**src/rtl/fetch_prefetch_unit_pkg.sv**
```systemverilog
// Shared constants and types for the IF-stage prefetch front end.
// Holds the NOP encoding, fetch FSM state codes and the queue entry layout.
package fetch_prefetch_unit_pkg;

  localparam logic [31:0] RV_NOP = 32'h0000_0013;

  localparam logic [1:0] FS_IDLE      = 2'd0;
  localparam logic [1:0] FS_WAIT      = 2'd1;
  localparam logic [1:0] FS_WAIT_DROP = 2'd2;

  typedef struct packed {
    logic [31:0] pc;
    logic [31:0] instr;
  } fetch_entry_t;

  function automatic logic [31:0] word_align(input logic [31:0] addr);
    return {addr[31:2], 2'b00};
  endfunction

endpackage

```
**src/rtl/fetch_prefetch_unit_if.sv**
```systemverilog
// Bundle of the instruction-memory, redirect, IF/ID and perf-counter signals of the fetch unit.
// master = fetch unit side, slave = environment (memory, EX, decode) side.
interface fetch_prefetch_unit_if;
  logic        imem_req;
  logic [31:0] imem_addr;
  logic        imem_gnt;
  logic        imem_rvalid;
  logic [31:0] imem_rdata;
  logic        redirect_valid;
  logic [31:0] redirect_pc;
  logic        if_valid;
  logic [31:0] if_instr;
  logic [31:0] if_pc;
  logic [31:0] if_pc_plus4;
  logic        id_ready;
  logic [31:0] perf_starve_cnt;
  logic [31:0] perf_flush_cnt;

  modport master (
    output imem_req, imem_addr, if_valid, if_instr, if_pc, if_pc_plus4,
           perf_starve_cnt, perf_flush_cnt,
    input  imem_gnt, imem_rvalid, imem_rdata, redirect_valid, redirect_pc, id_ready
  );

  modport slave (
    input  imem_req, imem_addr, if_valid, if_instr, if_pc, if_pc_plus4,
           perf_starve_cnt, perf_flush_cnt,
    output imem_gnt, imem_rvalid, imem_rdata, redirect_valid, redirect_pc, id_ready
  );
endinterface

```
**src/rtl/fetch_queue.sv**
```systemverilog
// Synchronous prefetch FIFO of {pc, instr} entries with binary wrap pointers.
// Flush clears both pointers; storage itself is never reset.
module fetch_queue
  import fetch_prefetch_unit_pkg::*;
#(
  parameter int unsigned QUEUE_DEPTH = 4
) (
  input  logic                           clk,
  input  logic                           reset,
  input  logic                           push,
  input  logic                           pop,
  input  logic                           flush,
  input  fetch_entry_t                   wdata,
  output fetch_entry_t                   rdata,
  output logic [$clog2(QUEUE_DEPTH):0]   count
);
  localparam int unsigned AW = $clog2(QUEUE_DEPTH);

  fetch_entry_t mem [QUEUE_DEPTH];
  logic [AW:0]  wptr_q, rptr_q;

  // The extra MSB distinguishes full from empty when the index bits match.
  assign count = wptr_q - rptr_q;
  assign rdata = mem[rptr_q[AW-1:0]];

  always_ff @(posedge clk) begin
    if (reset || flush) begin
      wptr_q <= '0;
      rptr_q <= '0;
    end else begin
      if (push) wptr_q <= wptr_q + 1'b1;
      if (pop)  rptr_q <= rptr_q + 1'b1;
    end
  end

  always_ff @(posedge clk) begin
    if (push && !flush && !reset) mem[wptr_q[AW-1:0]] <= wdata;
  end

endmodule

```
**src/rtl/fetch_prefetch_unit.sv**
```systemverilog
// IF-stage front end: single-outstanding fetch FSM feeding a prefetch queue toward IF/ID.
// Optional perf counters are built only when FETCH_PERF_CNT_EN is defined.
module fetch_prefetch_unit
  import fetch_prefetch_unit_pkg::*;
#(
  parameter logic [31:0] RESET_PC    = 32'h0000_0000,
  parameter int unsigned QUEUE_DEPTH = 4
) (
  input  logic                   clk,
  input  logic                   reset,
  fetch_prefetch_unit_if.master  bus
);
  localparam int unsigned CW = $clog2(QUEUE_DEPTH) + 1;

  logic [1:0]   state_q, state_d;
  logic [31:0]  fetch_pc_q, fetch_pc_d;
  logic [31:0]  req_pc_q;
  logic [CW-1:0] count;
  logic         q_full, q_push, q_pop, grant;
  fetch_entry_t head, push_entry;
  logic         unused_redirect_lsb;

  assign unused_redirect_lsb = ^bus.redirect_pc[1:0];

  assign q_full        = (count == CW'(QUEUE_DEPTH));
  assign bus.imem_req  = (state_q == FS_IDLE) && !q_full && !bus.redirect_valid;
  assign bus.imem_addr = fetch_pc_q;
  assign grant         = bus.imem_req && bus.imem_gnt;

  // Redirect overrides both push and pop; the queue is flushed instead.
  assign q_push     = (state_q == FS_WAIT) && bus.imem_rvalid && !bus.redirect_valid;
  assign q_pop      = bus.if_valid && bus.id_ready && !bus.redirect_valid;
  assign push_entry = '{pc: req_pc_q, instr: bus.imem_rdata};

  always_comb begin
    state_d    = state_q;
    fetch_pc_d = fetch_pc_q;
    case (state_q)
      FS_IDLE: begin
        if (grant) begin
          state_d    = FS_WAIT;
          fetch_pc_d = fetch_pc_q + 32'd4;
        end
      end
      FS_WAIT: begin
        if (bus.imem_rvalid)         state_d = FS_IDLE;
        else if (bus.redirect_valid) state_d = FS_WAIT_DROP;
      end
      FS_WAIT_DROP: begin
        if (bus.imem_rvalid) state_d = FS_IDLE;
      end
      default: state_d = FS_IDLE;
    endcase
    if (bus.redirect_valid) fetch_pc_d = word_align(bus.redirect_pc);
  end

  always_ff @(posedge clk) begin
    if (reset) begin
      state_q    <= FS_IDLE;
      fetch_pc_q <= RESET_PC;
      req_pc_q   <= RESET_PC;
    end else begin
      state_q    <= state_d;
      fetch_pc_q <= fetch_pc_d;
      if (grant) req_pc_q <= fetch_pc_q;
    end
  end

  fetch_queue #(
    .QUEUE_DEPTH(QUEUE_DEPTH)
  ) u_queue (
    .clk   (clk),
    .reset (reset),
    .push  (q_push),
    .pop   (q_pop),
    .flush (bus.redirect_valid),
    .wdata (push_entry),
    .rdata (head),
    .count (count)
  );

  // An empty queue presents a NOP at pc 0 so decode never sees stale storage.
  assign bus.if_valid    = (count != '0);
  assign bus.if_instr    = bus.if_valid ? head.instr : RV_NOP;
  assign bus.if_pc       = bus.if_valid ? head.pc : 32'h0;
  assign bus.if_pc_plus4 = bus.if_pc + 32'd4;

`ifdef FETCH_PERF_CNT_EN
  logic [31:0] starve_q, flush_q;

  always_ff @(posedge clk) begin
    if (reset) begin
      starve_q <= '0;
      flush_q  <= '0;
    end else begin
      if (bus.id_ready && !bus.if_valid) starve_q <= starve_q + 32'd1;
      if (bus.redirect_valid)            flush_q  <= flush_q + 32'd1;
    end
  end

  assign bus.perf_starve_cnt = starve_q;
  assign bus.perf_flush_cnt  = flush_q;
`else
  assign bus.perf_starve_cnt = 32'h0;
  assign bus.perf_flush_cnt  = 32'h0;
`endif

endmodule
```
**src/flat_wrapper.sv**
```systemverilog
// flat-port wrapper written by rule: the top's interface ports become plain ports
module fetch_prefetch_unit_flat import fetch_prefetch_unit_pkg::*;
#(
  parameter logic [31:0] RESET_PC    = 32'h0000_0000,
  parameter int unsigned QUEUE_DEPTH = 4
)
  (clk, reset, bus_imem_req, bus_imem_addr, bus_if_valid, bus_if_instr, bus_if_pc, bus_if_pc_plus4, bus_perf_starve_cnt, bus_perf_flush_cnt, bus_imem_gnt, bus_imem_rvalid, bus_imem_rdata, bus_redirect_valid, bus_redirect_pc, bus_id_ready);
  fetch_prefetch_unit_if bus_i ();
  input  logic clk;
  input  logic reset;
  output wire logic [$bits(bus_i.imem_req)-1:0] bus_imem_req;
  output wire logic [$bits(bus_i.imem_addr)-1:0] bus_imem_addr;
  output wire logic [$bits(bus_i.if_valid)-1:0] bus_if_valid;
  output wire logic [$bits(bus_i.if_instr)-1:0] bus_if_instr;
  output wire logic [$bits(bus_i.if_pc)-1:0] bus_if_pc;
  output wire logic [$bits(bus_i.if_pc_plus4)-1:0] bus_if_pc_plus4;
  output wire logic [$bits(bus_i.perf_starve_cnt)-1:0] bus_perf_starve_cnt;
  output wire logic [$bits(bus_i.perf_flush_cnt)-1:0] bus_perf_flush_cnt;
  input wire logic [$bits(bus_i.imem_gnt)-1:0] bus_imem_gnt;
  input wire logic [$bits(bus_i.imem_rvalid)-1:0] bus_imem_rvalid;
  input wire logic [$bits(bus_i.imem_rdata)-1:0] bus_imem_rdata;
  input wire logic [$bits(bus_i.redirect_valid)-1:0] bus_redirect_valid;
  input wire logic [$bits(bus_i.redirect_pc)-1:0] bus_redirect_pc;
  input wire logic [$bits(bus_i.id_ready)-1:0] bus_id_ready;
  assign bus_imem_req = bus_i.imem_req;
  assign bus_imem_addr = bus_i.imem_addr;
  assign bus_if_valid = bus_i.if_valid;
  assign bus_if_instr = bus_i.if_instr;
  assign bus_if_pc = bus_i.if_pc;
  assign bus_if_pc_plus4 = bus_i.if_pc_plus4;
  assign bus_perf_starve_cnt = bus_i.perf_starve_cnt;
  assign bus_perf_flush_cnt = bus_i.perf_flush_cnt;
  assign bus_i.imem_gnt = bus_imem_gnt;
  assign bus_i.imem_rvalid = bus_imem_rvalid;
  assign bus_i.imem_rdata = bus_imem_rdata;
  assign bus_i.redirect_valid = bus_redirect_valid;
  assign bus_i.redirect_pc = bus_redirect_pc;
  assign bus_i.id_ready = bus_id_ready;
  fetch_prefetch_unit #(.RESET_PC(RESET_PC), .QUEUE_DEPTH(QUEUE_DEPTH)) u_core (.clk(clk), .reset(reset), .bus(bus_i));
endmodule
```
**config.mk**
```make
export PLATFORM = sky130hd
export DESIGN_NAME = fetch_prefetch_unit_flat
export DESIGN_NICKNAME = d
export VERILOG_FILES = /design/src/rtl/fetch_prefetch_unit_pkg.sv /design/src/rtl/fetch_prefetch_unit_if.sv /design/src/rtl/fetch_queue.sv /design/src/rtl/fetch_prefetch_unit.sv /design/src/flat_wrapper.sv
export SDC_FILE = /design/constraint.sdc
export NUM_CORES = 1
export LEC_CHECK = 0
export BUFFER_PORTS_ARGS = -buffer_cell sky130_fd_sc_hd__buf_2
export CAP_MARGIN = 20
export CORE_MARGIN = 10
export CORE_UTILIZATION = 35
export DETAILED_ROUTE_END_ITERATION = 8
export HOLD_SLACK_MARGIN = 0.06
export PLACE_DENSITY_LB_ADDON = 0.05
export SLEW_MARGIN = 30
export SYNTH_ARGS = -nofsm -noshare
export SYNTH_HDL_FRONTEND = slang
export SYNTH_SLANG_ARGS = --single-unit
export TNS_END_PERCENT = 100
```
**constraint.sdc**
```tcl
create_clock -name clk -period 6.7 [get_ports clk]
set_clock_uncertainty 0.05 [all_clocks]
set_input_delay 0.335 -clock clk [delete_from_list [all_inputs] [get_ports clk]]
set_output_delay 0.335 -clock clk [all_outputs]
set_load 0.01 [all_outputs]
```
==> summary.txt <==
Max-cap violations - 0
P_leak - 6.217 nW
Hold slack - 0.08748 ns
First-pass GRT wire length - 54,590 um
FILL cells - 3,695
Clk pin slew, worst setup/hold paths - 0.05 ns
Post-route minimum period - 4.973 ns
Slowest stage delay, CP - 0.71 ns
Via count - 8,455
# diodes - 0
Syn-to-layout area delta - 21.21%
TNS Setup - 0 ns
Post-synth EDFFs - 248
Sequential area share after synthesis - 63.43%
Crit. End Element - output port
FP Rows - 73
GRT Util Overall - 14.71%
Ys flop type - edfxtp_1
Area of the mapped netlist - 13,950 um^2
Via density per instance - 4.755
IO buf count - 191
R2R cell count - 9
Avg Inst Size Synth - 14.32 um^2
# H-tree levels - 2
Starting Density - 35.27%
Die X - 219.6 um
Crit Reg-Reg Startpoint - u_core.u_queue.wptr_q[0]$_SDFFE_PP0P_
Final Cycle Share - 74.22%
DRC violation count after routing - 0
Startpoint of the worst hold path - bus_redirect_pc[24]
Pwr per Cell Area - 251.4 nW/um^2
RSZ-0062 raised after global routing - false
Arr. time, crit path - 4.59 ns
Fin. Hold Viols - 0
Largest net degree at the start of global routing - 63
Hold Crit Class - input port to register
Syn Inst Count - 974
Crit path cell chain - inv_1 > ha_1 > nand2_1 > nor2_1 > inv_2 > nand2_1 > inv_1 > ha_1 > and3_1 > o2111ai_1 > nor4_1 > xor2_1 > buf_2
Avg WL per Cell - 20.26 um
CP startpoint kind - register
Flops & latches, synth - 318
Iteration-0 DRC count of the detailed router - 409
Die area - 48,240 um^2
Multi-input gate area - 4503 um^2
Core Area - 39,550 um^2
CP Data Required Time - 6.31 ns
Root Driver - clkbuf_16
Worst Path Buf+Inv - 4
Max Fclk - 201.1 MHz
# resized after CTS - 0
Distinct cells, synth - 62
Critical path class - register to output port
Layout cells sized above 1 - 27.06%
GRT overflow - 0
Crit-path slowest cell - nor4_1
Final-stage net count - 1,304
Reg-to-Reg End - u_core.u_queue.rptr_q[0]$_SDFFE_PP0P_
Die span in y - 219.6 um
Crit path max fanout - 14
Max-slew violation count - 0
Final ANT Viol Nets - 0
I/O Pins - 264
Setup violations, final - 0
Worst-Skew Late Latency - 0.52 ns
Post-DP HPWL - 24,270 um
Vias in the first global route - 9,021
Gp weighted congestion - 0.7501
Worst hold endpoint - u_core.bus.imem_addr[24]$_SDFFE_PP0P_
CTS max path bufs - 3
Reg area - 8853 um^2
Peak supply drop - 0.1546 mV
DRT Pass-1 Iters - 4
Clk sinks - 318
Warning count from the yosys run - 0
CTS Buf Count - 37
Outcome - finished, final reports clean
Total Wirelength - 36,030 um
Fraction of registers with async set/reset - 0%
Initial antenna violation count - 1
Max-slew headroom - 45.56%
Setup Buffers After CTS - 0
# hold bufs at CTS - 59
Layout Utilization - 42.75%
CTS tree - done
Worst-margin pin slew - 0.8136 ns
Hold Crit Depth - 3
Family with the most delay on the worst path - simple AND/OR/NAND/NOR gates
Reg2reg setup slack - 3.43 ns
## final cells by class
class | instances | share of cell area, %
clock buffers | 51 | 6.097
clock inverters | 16 | 0.6364
inverters | 22 | 0.4884
multi-input cells | 584 | 26.63
flip-flops and latches | 318 | 52.36
well taps | 525 | 3.885
repair buffers | 262 | 9.901
## state kept, by name, indices dropped and copies added, names as in the netlist, named ones only
signal	cells
u_core.bus.imem_addr	30
u_core.req_pc_q	30
u_core.state_q	2
u_core.u_queue.mem	248
u_core.u_queue.rptr_q	3
u_core.u_queue.wptr_q	3
## synthesized netlist by cell type (2+ instances only)
master     number  share of area [%]
buf_4          70                3.8
o32ai_1         2               0.13
o211a_1         2               0.14
a21oi_1        42                1.5
mux4_1          6                1.1
or2_2           5               0.22
nor3_1         21               0.75
a311oi_1        4               0.25
a21boi_0        2               0.11
edfxtp_1      248                 53
mux4_2         56                9.0
nor3b_1         2               0.11
o2111ai_1       4               0.25
nor2b_1         3               0.13
inv_1          21               0.57
nor4_1          6               0.27
o21ai_0         7               0.25
o211ai_1        3               0.16
and3_1          8               0.36
and2_1         58                2.6
nor2_1         38                1.0
nand4_1        10               0.45
nor4_2          5               0.45
nand3_1        16               0.57
clkbuf_1       28               0.75
buf_6           6               0.48
nand2_1        96                2.6
or3_1           6               0.27
o21bai_1        3               0.16
xor2_1         21                1.3
buf_2          14               0.50
o22ai_1         2              0.090
a211oi_1       15               0.81
xnor2_1        36                2.3
nand2b_1        2              0.090
and4_1          3               0.19
dfxtp_1        70                 10
ha_1            9               0.81
## per-layer routing
metal,up-vias,share of wire [%],global-route usage [%]
met1,4234,43,18.81
met4,2,1.6,3.561
met3,42,6.0,3.647
met5,-,0.019,0
li1,3980,-,-
met2,197,49,24.63
## layout by cell type, fill, tap and decap left out, types with 6 or more instances in the layout
cell type	instances
o21ai_0	7
clkinv_1	7
nor3_1	21
nand4_1	10
buf_4	9
nor2_1	38
dlygate4sd3_1	59
edfxtp_1	248
nand3_1	16
dfxtp_1	68
a211oi_1	15
clkbuf_16	39
and2_1	53
mux4_1	6
clkbuf_1	11
or3_1	6
conb_1	70
xnor2_1	36
mux4_2	56
inv_1	20
ha_1	9
nand2_1	95
nor4_1	6
and3_1	8
a21oi_1	42
buf_2	191
xor2_1	21
clkinv_2	6
## how the worst max path moves through the flow
stage                                               start                   to  slack, ns  cells after the start
CTS                 u_core.u_queue.wptr_q[0]$_SDFFE_PP0P_  bus_if_pc_plus4[24]       1.56                     14
floorplan           u_core.u_queue.wptr_q[0]$_SDFFE_PP0P_  bus_if_pc_plus4[14]       3.09                     15
global route        u_core.u_queue.wptr_q[0]$_SDFFE_PP0P_  bus_if_pc_plus4[24]       1.33                     13
global placement    u_core.u_queue.wptr_q[0]$_SDFFE_PP0P_  bus_if_pc_plus4[24]       2.20                     14
detailed placement  u_core.u_queue.wptr_q[0]$_SDFFE_PP0P_  bus_if_pc_plus4[24]       2.14                     14
finish              u_core.u_queue.wptr_q[0]$_SDFFE_PP0P_  bus_if_pc_plus4[24]       1.73                     13
## worst register-to-register path: stages (launching register included)
cell and delay [ns]:
dfxtp_1 0.35, inv_1 0.10, ha_1 0.30, nand2_1 0.45, nor2_1 0.83, inv_2 0.24
buf_4 0.39, nand2_1 0.20, xor2_1 0.20, nor2_1 0.05
## stage by stage
step / cells / total power (W) / setup slack (ns) / instance area (um^2)
3_5_place_dp: 1652 / 0.002380 / 2.138 / 15180
5_1_grt: 1778 / 0.004425 / 1.332 / 16910
6_report: 1778 / 0.004251 / 1.727 / 16910
3_3_place_gp: 1649 / 0.002379 / 2.198 / 15110
2_1_floorplan: 1043 / 0.002330 / 3.091 / 14210
4_1_cts: 1778 / 0.004316 / 1.559 / 16910
## power breakdown
| group | internal, W | total, W | leakage (nW) | switching [W] |
|---|---|---|---|---|
| clock network | 0.00112 | 0.00189 | 0.557 | 0.000769 |
| logic | 0.0000814 | 0.000192 | 2.84 | 0.000111 |
| registers | 0.00214 | 0.00217 | 2.82 | 0.0000340 |
| total | 0.00334 | 0.00425 | 6.22 | 0.000914 |
## cells by family after synthesis
logic type / count (synthesis) / synth area share, %
and+or+nand+nor: 289 / 10.78
AOI/OAI and AO/OA: 94 / 4.565
adders and majority gates: 9 / 0.8073
DFF: 318 / 63.43
other: 1 / 0.02688
muxes: 63 / 10.25
xor gates and xnor gates: 59 / 3.893
buffers and inverters: 141 / 6.243
Power figures use the tool's default switching activity.
